## src/rtl/dco_arr_pkg.sv

```systemverilog
// dco_arr_pkg: shared constants and code type for the 5x5 DCO capacitor array
package dco_arr_pkg;
  localparam int SIZE = 5;
  localparam int MAX = 25;
  localparam int CNT_W = 8;
  localparam logic [4:0] RST_WORD = 5'd13;
  localparam logic [4:0] R_ALL_RST = 5'd28;
  localparam logic [4:0] ROW_RST = 5'd4;
  localparam logic [4:0] COL_RST = 5'd7;
  typedef struct packed {
    logic [4:0] r_all;
    logic [4:0] row;
    logic [4:0] col;
  } arr_code_t;
endpackage

```

## src/rtl/row_col_dec_5x5_if.sv

```systemverilog
// row_col_dec_5x5_if: sample input, ready/valid output and status bundle of the decoder
interface row_col_dec_5x5_if;
  logic in_vld;
  logic [4:0] r_all;
  logic [4:0] row;
  logic [4:0] col;
  logic out_rdy;
  logic clr;
  logic out_vld;
  logic [4:0] out_word;
  logic out_err;
  logic err_sticky;
  logic [dco_arr_pkg::CNT_W-1:0] err_cnt;
  logic ovf;
  modport master (
    output in_vld, r_all, row, col, out_rdy, clr,
    input out_vld, out_word, out_err, err_sticky, err_cnt, ovf
  );
  modport slave (
    input in_vld, r_all, row, col, out_rdy, clr,
    output out_vld, out_word, out_err, err_sticky, err_cnt, ovf
  );
endinterface

```

## src/rtl/row_col_chk_5x5.sv

```systemverilog
// row_col_chk_5x5: combinational legality check and word recovery for one array code
module row_col_chk_5x5
  import dco_arr_pkg::*;
(
  input  arr_code_t  code,
  output logic [4:0] word,
  output logic       legal
);
  localparam logic [4:0] ONES = 5'h1f;
  logic [2:0] k;
  logic [2:0] n;
  logic [4:0] therm;
  always_comb begin
    k = 3'd0;
    for (int i = 0; i < SIZE; i++) if (code.row[i]) k = 3'(i);
    n = 3'($countones(code.col));
    // odd rows fill from the MSB end, even rows from the LSB end (serpentine fill)
    therm = k[0] ? ONES << (3'd5 - n) : ~(ONES << n);
    legal = $onehot(code.row) && code.r_all == (ONES << k) && code.col == therm &&
            (k == 3'd0 || n != 3'd0);
    word = 5'({2'b00, k} * 5'd5 + {2'b00, n});
  end
endmodule

```

## src/rtl/row_col_dec_5x5.sv

```systemverilog
// row_col_dec_5x5: two-stage pipelined decoder of the 5x5 row/col array code with error stats
module row_col_dec_5x5
  import dco_arr_pkg::*;
(
  input logic clk,
  input logic rst,
  row_col_dec_5x5_if.slave bus
);
  arr_code_t code;
  logic [4:0] word, last_good, s1_word, out_word;
  logic legal, s1_vld, s1_err, out_vld, out_err, err_sticky, ovf, adv, acc;
  logic [CNT_W-1:0] err_cnt;
  assign code = {bus.r_all, bus.row, bus.col};
  row_col_chk_5x5 u_chk (.code(code), .word(word), .legal(legal));
  assign adv = s1_vld && (!out_vld || bus.out_rdy);
  assign acc = bus.in_vld && (!s1_vld || adv);
  always_ff @(posedge clk) begin
    if (rst) begin
      s1_vld <= 1'b0;
      s1_word <= RST_WORD;
      s1_err <= 1'b0;
      last_good <= RST_WORD;
      out_vld <= 1'b0;
      out_word <= RST_WORD;
      out_err <= 1'b0;
      err_sticky <= 1'b0;
      err_cnt <= '0;
      ovf <= 1'b0;
    end else begin
      if (acc) begin
        s1_word <= legal ? word : last_good;
        s1_err <= !legal;
        if (legal) last_good <= word;
      end
      s1_vld <= acc || (s1_vld && !adv);
      if (adv) begin
        out_word <= s1_word;
        out_err <= s1_err;
      end
      out_vld <= adv || (out_vld && !bus.out_rdy);
      err_sticky <= !bus.clr && (err_sticky || (adv && s1_err));
      err_cnt <= bus.clr ? '0 : (adv && s1_err && err_cnt != '1) ? err_cnt + 1'b1 : err_cnt;
      // a drop in the same cycle as clr must still be reported
      ovf <= (bus.in_vld && !acc) || (ovf && !bus.clr);
    end
  end
  assign bus.out_vld = out_vld;
  assign bus.out_word = out_word;
  assign bus.out_err = out_err;
  assign bus.err_sticky = err_sticky;
  assign bus.err_cnt = err_cnt;
  assign bus.ovf = ovf;
endmodule
```

## src/flat_wrapper.sv

```systemverilog
// flat-port wrapper written by rule: the top's interface ports become plain ports
module row_col_dec_5x5_flat import dco_arr_pkg::*;
  (clk, rst, bus_in_vld, bus_r_all, bus_row, bus_col, bus_out_rdy, bus_clr, bus_out_vld, bus_out_word, bus_out_err, bus_err_sticky, bus_err_cnt, bus_ovf);
  row_col_dec_5x5_if bus_i ();
  input logic clk;
  input logic rst;
  input wire logic [$bits(bus_i.in_vld)-1:0] bus_in_vld;
  input wire logic [$bits(bus_i.r_all)-1:0] bus_r_all;
  input wire logic [$bits(bus_i.row)-1:0] bus_row;
  input wire logic [$bits(bus_i.col)-1:0] bus_col;
  input wire logic [$bits(bus_i.out_rdy)-1:0] bus_out_rdy;
  input wire logic [$bits(bus_i.clr)-1:0] bus_clr;
  output wire logic [$bits(bus_i.out_vld)-1:0] bus_out_vld;
  output wire logic [$bits(bus_i.out_word)-1:0] bus_out_word;
  output wire logic [$bits(bus_i.out_err)-1:0] bus_out_err;
  output wire logic [$bits(bus_i.err_sticky)-1:0] bus_err_sticky;
  output wire logic [$bits(bus_i.err_cnt)-1:0] bus_err_cnt;
  output wire logic [$bits(bus_i.ovf)-1:0] bus_ovf;
  assign bus_i.in_vld = bus_in_vld;
  assign bus_i.r_all = bus_r_all;
  assign bus_i.row = bus_row;
  assign bus_i.col = bus_col;
  assign bus_i.out_rdy = bus_out_rdy;
  assign bus_i.clr = bus_clr;
  assign bus_out_vld = bus_i.out_vld;
  assign bus_out_word = bus_i.out_word;
  assign bus_out_err = bus_i.out_err;
  assign bus_err_sticky = bus_i.err_sticky;
  assign bus_err_cnt = bus_i.err_cnt;
  assign bus_ovf = bus_i.ovf;
  row_col_dec_5x5 u_core (.clk(clk), .rst(rst), .bus(bus_i));
endmodule
```

## config.mk

```make
export PLATFORM = sky130hd
export DESIGN_NAME = row_col_dec_5x5_flat
export DESIGN_NICKNAME = d
export VERILOG_FILES = /design/src/rtl/dco_arr_pkg.sv /design/src/rtl/row_col_dec_5x5_if.sv /design/src/rtl/row_col_chk_5x5.sv /design/src/rtl/row_col_dec_5x5.sv /design/src/flat_wrapper.sv
export SDC_FILE = /design/constraint.sdc
export NUM_CORES = 1
export LEC_CHECK = 0
export ABC_CLOCK_PERIOD_IN_PS = 10400
export CORE_ASPECT_RATIO = 1.1
export CORE_MARGIN = 2
export CORE_UTILIZATION = 40
export CTS_CLUSTER_DIAMETER = 40
export DETAILED_ROUTE_END_ITERATION = 6
export PLACE_DENSITY = 0.62
export SETUP_SLACK_MARGIN = 0.5
export SYNTH_ARGS = -nofsm -noshare
export SYNTH_HDL_FRONTEND = slang
export SYNTH_SLANG_ARGS = --single-unit
export TNS_END_PERCENT = 5
```

## constraint.sdc

```tcl
create_clock -name clk -period 10.4 [get_ports clk]
set_clock_uncertainty 0.15 [all_clocks]
set_input_delay 2.08 -clock clk [delete_from_list [all_inputs] [get_ports clk]]
set_output_delay 2.08 -clock clk [all_outputs]
set_load 0.005 [all_outputs]
```

==> run_results.csv <==
group,metric,value,unit
outcome,status,"completed",
routing,vias_per_cell,5.22,
cts,cts-root-buf,"clkbuf_8",
min_path,holdCritPathClass,"reg2reg",
synthesis,ys_warn_count,0,
timing,max_freq,171,MHz
cts,ctsResizeCount,0,
cts,h-tree-depth,1,
global_route,antenna_found_initial,0,
cts,cts_hold_buffers,0,
synthesis,synthArstFlopShare,0,
routing,drc,0,
synthesis,ys_seq_elements,24,
cts,numCtsBuffers,3,
routing,first_iter_violations,87,
synthesis,syn_area,1650,sq um
setup_path,crit_family,"adder cells",
synthesis,synthFlopType,"dfxtp_1",
setup_path,rr_startpoint,"u_core.s1_vld",
final_layout,fillers,412,
timing,tns,0,ns
routing,postRouteAntennaNets,0,
power_and_ir_drop,peakVddDrop,0.0523,mV
final_layout,drive_gt1_frac,0.0513,
timing,worst_slew_pin_slew,0.548,ns
routing,wl_per_cell,12.7,um
cts,clock_latency,0.26,ns
placement,place_hpwl,2.89,mm
placement,postPlaceCellArea,2030,sq um
placement,place_congestion,0.829,
synthesis,synth_top_cell_area_share,0.291,
global_route,grt_pass1_wl,6.42,mm
floorplan,die_h,71.4,um
power_and_ir_drop,p_total,230,uW
final_layout,final_common_cell,"clkdlybuf4s50_1",
min_path,min_path_cells,2,
synthesis,synth_top_area_cell,"dfxtp_1",
final_layout,post-route-util,0.527,
setup_path,cp_slowest_stage_delay,0.59,ns
setup_path,cp-end-kind,"flip-flop",
final_layout,syn2layout_area_growth,26.4,%
global_route,grt_max_degree,16,
setup_path,ff2ff_setup_slack,8.02,ns
setup_path,crit_path_end,"u_core.last_good[2]",
global_route,track_usage,0.169,
setup_path,worst_setup_path_startpoint,"bus_col[0]",
floorplan,core,3960,sq um
timing,drv_slew,0,
cts,tritoncts,"yes",
routing,finalWirelength,3.64,mm
floorplan,die_area,4660,sq um
setup_path,path_buf_inv,3,
final_layout,final_cell_mix,"clkdlybuf4s50_1, dfxtp_1, nor2_1",
synthesis,synth-seq-area-share,0.291,
synthesis,synth_area_leaders,"dfxtp_1, ha_1, fa_1",
timing,setup_violations,0,
final_layout,nNetsFinal,270,
floorplan,rows,24,
global_route,grt_overflow,0,
setup_path,cp_slowest_cell,"or4_4",
floorplan,die_w,65.3,um
setup_path,arrival,5.84,ns
cts,clockBufferDepth,2,
setup_path,reg2reg_to,"u_core.last_good[2]",
timing,finalHoldViolations,0,
setup_path,start_kind,"input pin",
synthesis,synth_area_per_cell,8.18,sq um
timing,relSlewSlack,0.630,
cts,clk_pin_slew,0.08,ns
setup_path,cp.depth,13,
power_and_ir_drop,cellPowerDensity,110,nW/um^2
timing,rsz0062_at_grt,"no",
timing,timing.final.crit_share,0.561,
floorplan,ios,37,
synthesis,synth-edff-count,0,
run,cap_violations,0,
routing,vias,1492,
setup_path,cp_cell_sequence,"clkdlybuf4s50_1 -> fa_1 -> inv_1 -> fa_1 -> inv_1 -> ha_1 -> or3_1 -> nand4_1 -> o221ai_1 -> o311ai_0 -> or4_4 -> o31a_1 -> a211o_1",
synthesis,synth_cell_types,51,
placement,io_buffers,36,
cts,cts_setup_buffers,0,
synthesis,synth_nets,237,
power_and_ir_drop,p_leak,0.000811,uW
setup_path,r2r_cells,7,
routing,first_pass_iters,4,
global_route,grt_pass1_vias,1462,
setup_path,crit_required,10.41,ns
final_layout,antenna_cells,0,
setup_path,path_class,"in2reg",
floorplan,start_util,0.417,
setup_path,path_max_fanout,15,
timing,fin_crit,5.83,ns
final_layout,finish.instance_area,2090,sq um
synthesis,synth_cells,202,
cts,clkSinkCount,24,
## report_power, final
| group | leakage [uW] | internal, uW | switching [uW] |
|---|---|---|---|
| Combinational | 0.000588 | 32.0 | 39.6 |
| Sequential | 0.000195 | 93.7 | 1.46 |
| Clock | 0.0000288 | 33.8 | 29.4 |
| Total | 0.000811 | 159 | 70.5 |
## worst min-delay path, delay by kind of cell (launching register included)
| kind | cells | cell delay (ns) |
|---|---|---|
| compound gates | 1 | 0.05 |
| flops | 1 | 0.32 |
| simple gates | 1 | 0.05 |
## per-stage QoR
| stage | hold WS, ns | std cells | setup slack, ns |
|---|---|---|---|
| floorplan | 0.290 | 202 | 5.11 |
| global placement | 0.285 | 282 | 4.38 |
| global route | 0.337 | 286 | 4.30 |
| CTS | 0.312 | 286 | 4.58 |
| detailed placement | 0.300 | 282 | 4.30 |
| finish | 0.307 | 286 | 4.57 |
## metal layers
metal	global-route usage	vias to the layer above	routed length, um
li1	-	787	-
met1	0.212	679	1700
met2	0.303	24	1820
met3	0.0157	2	93
met4	0.0532	0	27
met5	0	-	0
## how the worst min path moves through the flow
stage	start	endpoint	slack, ns
finish	u_core.bus.out_err	u_core.bus.out_err	0.31
global route	u_core.bus.out_word[1]	u_core.bus.out_word[1]	0.34
CTS	u_core.bus.out_word[1]	u_core.bus.out_word[1]	0.31
detailed placement	u_core.bus.err_sticky	u_core.bus.err_sticky	0.30
global placement	u_core.bus.err_sticky	u_core.bus.err_sticky	0.29
floorplan	u_core.last_good[1]	u_core.bus.out_word[1]	0.29
## synth_stat cells (3+ instances only)
| cell type | count |
|---|---|
| dfxtp_1 | 24 |
| nor2_1 | 21 |
| a21oi_1 | 16 |
| nand3_1 | 15 |
| inv_1 | 14 |
| nand2_1 | 13 |
| ha_1 | 10 |
| xor2_1 | 7 |
| nor3_1 | 6 |
| fa_1 | 5 |
| xnor2_1 | 5 |
| nand2b_1 | 4 |
| nand4_1 | 4 |
| nor2b_1 | 4 |
| o21ai_0 | 4 |
| clkbuf_1 | 3 |
## cell families after synthesis
kind of cell             Yosys count  share of synthesized area
multiplexers                       1                    0.00606
XOR/XNOR                          12                     0.0636
AO/OA/AOI/OAI                     44                      0.182
buffers and inverters             24                     0.0628
AND/OR/NAND/NOR                   82                      0.259
flip-flops                        24                      0.291
adder cells (fa/ha/maj)           15                      0.136
## cell type report
| cell class | instances | area (sq um) | share of cell area |
|---|---|---|---|
| multi-input cells | 154 | 1070 | 0.511 |
| flip-flops and latches | 24 | 480 | 0.230 |
| clock buffers | 4 | 55.1 | 0.0263 |
| inverters | 16 | 60.1 | 0.0287 |
| repair buffers | 36 | 360 | 0.172 |
| well taps | 52 | 65.1 | 0.0311 |
## registers in the layout, indices dropped and copies added (netlist names)
register,cells
u_core.last_good,5
u_core.bus.err_cnt,8
u_core.bus.err_sticky,1
u_core.bus.ovf,1
u_core.s1_vld,1
u_core.bus.out_vld,1
u_core.bus.out_err,1
u_core.s1_err,1
u_core.bus.out_word,5
Power figures use the tool's default switching activity.
==> RTL change 1, RTL diff (same settings) <==
Change the package constant `CNT_W` from 8 to 10.
--- a/src/rtl/dco_arr_pkg.sv
+++ b/src/rtl/dco_arr_pkg.sv
@@ -2,7 +2,7 @@
 package dco_arr_pkg;
   localparam int SIZE = 5;
   localparam int MAX = 25;
-  localparam int CNT_W = 8;
+  localparam int CNT_W = 10;
   localparam logic [4:0] RST_WORD = 5'd13;
   localparam logic [4:0] R_ALL_RST = 5'd28;
   localparam logic [4:0] ROW_RST = 5'd4;
Ports: changed (resized bus_err_cnt); port bits go from 37 to 39. The function was not compared with the original's and may differ.
==> RTL change 1 against the unedited design <==
Design area up 4.6%; via count down 2.9%; clock power up 1%; routed wire length down 5.2%; largest cell class unchanged; sequential cell count up 2; power up 1.3%; fmax up 0.44%; area after synthesis up 3.7%; worst setup slack better by 0.026 ns.
==> RTL change 1: results (changes against the unedited design) <==
status completed; DRT iter0 DRCs 54 (-38%); slowest stage delay, CP 0.57 ns (-0.02 ns); peak supply drop 41.6 uV (-20%); Commonest cells post-synth nor2_1, dfxtp_1, a21oi_1, inv_1, nand2_1; first-pass GRT wire length 5980 um (-6.9%); critical path's top delay family simple AND/OR/NAND/NOR gates; CTS Root Cell clkbuf_8; post-synth top area cell dfxtp_1; post-synthesis sequential area ratio 30.4% (+1.3 points); xor/xnor share of the synthesized area 6.13% (-0.23 points); via count 1448 (-2.9%); CP max FO 8 (-7); largest net degree at the start of global routing 22 (+6); PostCTS Resize Cnt 0 (unchanged); slowest stage cell on the critical path clkdlybuf4s50_1; buffers added on ports 38 (+5.6%); critical path arrival 5.82 ns (-0.02 ns); placer congestion estimate 0.831 (+0.29%); layout cells sized above 1 5.86% (+0.73 points); top post-synthesis cells by area dfxtp_1, ha_1, nor2_1; Slew @ Worst Pin 0.617 ns (+0.0692 ns); GRT Total Usage 15.8% (-1.1 points); post-synthesis cell type count 47 (-7.8%); TNS Setup 0 ns (unchanged); top flop regs u_core.bus.err_cnt: 10 flops, u_core.bus.out_word: 5 flops, u_core.last_good: 5 flops; Post-Synth Adder-Cell Area 13.1% (-0.49 points); multiplexer area fraction after synthesis 3.80% (+3.2 points); final WL 3450 um (-5.2%); Yosys warning count 0 (unchanged); NumNets Final 275 (+1.9%); fillers 400 (-2.9%); leakage dissipation 0.000861 uW (+6.1%); vias in the first global route 1304 (-11%); Syn Nets 237 (unchanged); DRC Markers 0 (unchanged); post-detail-place hpwl 2760 um (-4.5%)
[RTL change 1: cell count changes after synthesis, moves of 3 or more]
cell,delta
mux2i_1,+4
nor2_1,+7
nand3_1,-6
nand3b_1,+4
and3_1,+3
[RTL change 1: metal layers]
metal / up-vias / part of all wire, % / track usage, %
met5: - / 0 / 0
met4: 0 / 1.6 / 6.80
met3: 4 / 3.5 / 1.85
met2: 41 / 46 / 24.7
met1: 624 / 49 / 22.0
li1: 779 / - / -
[RTL change 1: tightest hold or removal path, delay by kind of cell (launching register included)]
family             cells  cell delay, ns
DFF                    1            0.32
and+or+nand+nor        1            0.05
AOI/OAI and AO/OA      1            0.05
[RTL change 1: worst paths after layout]
| check | from | end | slack [ns] | cells past startpoint |
|---|---|---|---|---|
| hold reg to reg | u_core.bus.out_word[4]$_SDFFE_PP0P_ | u_core.bus.out_word[4]$_SDFFE_PP0P_ | 0.31 | 2 |
| hold / removal | u_core.bus.out_word[4]$_SDFFE_PP0P_ | u_core.bus.out_word[4]$_SDFFE_PP0P_ | 0.31 | 2 |
| setup reg to reg | u_core.bus.out_vld$_SDFF_PP0_ | u_core.last_good[4]$_SDFFE_PP0P_ | 8.09 | 6 |
| setup / recovery | bus_row[3] | u_core.last_good[4]$_SDFFE_PP0P_ | 4.59 | 12 |
[RTL change 1: final cells by class]
| cell class | instances | area (um^2) | share of cell area [%] |
|---|---|---|---|
| inverter | 16 | 60.1 | 2.75 |
| sequential | 26 | 520 | 23.8 |
| timing repair buffer | 38 | 380 | 17.4 |
| tap | 52 | 65.1 | 2.98 |
| clock buffer | 4 | 55.1 | 2.52 |
| multi-input combinational | 155 | 1100 | 50.5 |
[RTL change 1: cell families after synthesis]
kind of cell | after synthesis
flip-flops | 26
multiplexers | 6
buffers and inverters | 21
XOR/XNOR | 12
adder cells (fa/ha/maj) | 15
AND/OR/NAND/NOR | 84
AO/OA/AOI/OAI | 38
[RTL change 1: per-stage QoR]
stage	hold slack, ns	setup WS, ns	area (um^2)	instances	utilization (%)
floorplan	0.290	5.06	1710	202	-
global placement	0.297	4.39	2130	287	52.5
detailed placement	0.300	4.28	2130	287	52.5
CTS	0.313	4.59	2180	291	53.9
global route	0.336	4.39	2180	291	53.9
finish	0.308	4.59	2180	291	53.9
[RTL change 1: report_power, final]
group	internal, uW	total [uW]	switching (uW)	leakage, uW
clock	33.8	64.1	30.3	0.0000288
sequential	101	103	1.42	0.000211
combinational	31.4	66.0	34.6	0.000621
total	166	233	66.3	0.000861
==> RTL change 2, RTL diff (same flow settings) <==
Without the edit above. Reset style: asynchronous (`rst`), changed in one clocked block.
--- a/src/rtl/row_col_dec_5x5.sv
+++ b/src/rtl/row_col_dec_5x5.sv
@@ -14,7 +14,7 @@
   row_col_chk_5x5 u_chk (.code(code), .word(word), .legal(legal));
   assign adv = s1_vld && (!out_vld || bus.out_rdy);
   assign acc = bus.in_vld && (!s1_vld || adv);
-  always_ff @(posedge clk) begin
+  always_ff @(posedge clk or posedge rst) begin
     if (rst) begin
       s1_vld <= 1'b0;
       s1_word <= RST_WORD;
Function: differs if rst is asserted again (counterexample within 4 cycles, from zero or initial values and one cycle with rst high); with rst held inactive, the same outputs for 10 cycles.
==> RTL change 2 against the unedited design <==
Area after synthesis is 4.2% higher; worst setup slack better by 0.42 ns; routed wire length fell by 6.7%; sequential cell count did not move; power grew 14%; largest power group unchanged; largest cell class unchanged; design area is 4.8% higher; register-to-register slack gained 0.38 ns; combinational power up 11%.
==> RTL change 2: results (changes against the unedited design) <==
RR Endpoint u_core.bus.err_cnt[7]$_DFFE_PP0P_; hold path start u_core.s1_word[2]$_DFFE_PP1P_; status completed; Routed met1 length 1400 um (-18%); post-synthesis sequential area ratio 35.3% (+6.3 points); CP max FO 11 (-4); leakage dissipation 0.000966 uW (+19%); reg2reg path depth 6 (-1); reg2reg start u_core.bus.err_cnt[0]$_DFFE_PP0P_; NumNets Final 239 (-11%); M3 GR Usage 2.16% (+0.59 points); min cycle time layout 5.41 ns (-0.418 ns); vias in the first global route 1296 (-11%); routed len/inst 13.2 um (+3.8%); DR WL met2 1810 um (-0.55%); Mean Syn Cell Area 10.3 um^2 (+26%); Commonest cells post-synth inv_1, dfrtp_1, nor2_1; top flop regs u_core.bus.err_cnt: 8 flops, u_core.bus.out_word: 5 flops, u_core.s1_word: 5 flops; post-detail-place hpwl 2800 um (-2.9%); DRT iter0 DRCs 35 (-60%); peak supply drop 49.3 uV (-5.7%); Min-Delay Endpoint u_core.s1_word[2]$_DFFE_PP1P_; placer congestion estimate 0.798 (-3.7%); Syn Nets 202 (-15%); layout cells sized above 1 13.3% (+8.2 points)
[RTL change 2: cell count changes after synthesis, moves of 6 or more]
| cell | before | now |
|---|---|---|
| a21oi_1 | 16 | 8 |
| dfrtp_1 | 0 | 18 |
| dfstp_2 | 0 | 6 |
| dfxtp_1 | 24 | 0 |
| inv_1 | 14 | 20 |
| nand3_1 | 15 | 4 |
| nor2_1 | 21 | 11 |
[RTL change 2: worst max-delay path, stage by stage]
cell	delay, ns
clkdlybuf4s50_1	0.53
fa_1	0.58
inv_1	0.05
fa_1	0.38
inv_1	0.07
ha_1	0.35
inv_4	0.10
a32o_1	0.27
o31ai_1	0.24
o2111a_2	0.25
nand4_4	0.17
mux2_4	0.34
[RTL change 2: logic make-up after synthesis]
group / share of synthesized area, %
XOR/XNOR: 6.10
buffers and inverters: 7.49
multiplexers: 7.85
AO/OA/AOI/OAI: 14.1
flip-flops: 35.3
AND/OR/NAND/NOR: 16.1
adder cells (fa/ha/maj): 13.1
[RTL change 2: report_power, final]
| group | switching [uW] | internal, uW |
|---|---|---|
| sequential | 3.08 | 98.1 |
| clock | 29.2 | 51.5 |
| combinational | 41.8 | 37.7 |
| total | 74.0 | 187 |
[RTL change 2: cell type report]
| cell class | count | area, um^2 |
|---|---|---|
| Fill cell | 397 | 2030 |
| Multi-Input combinational cell | 117 | 985 |
| Sequential cell | 24 | 608 |
| Timing Repair Buffer | 36 | 360 |
| Inverter | 22 | 97.6 |
| Tap cell | 54 | 67.6 |
| Clock buffer | 3 | 41.3 |
| Clock inverter | 1 | 30.0 |
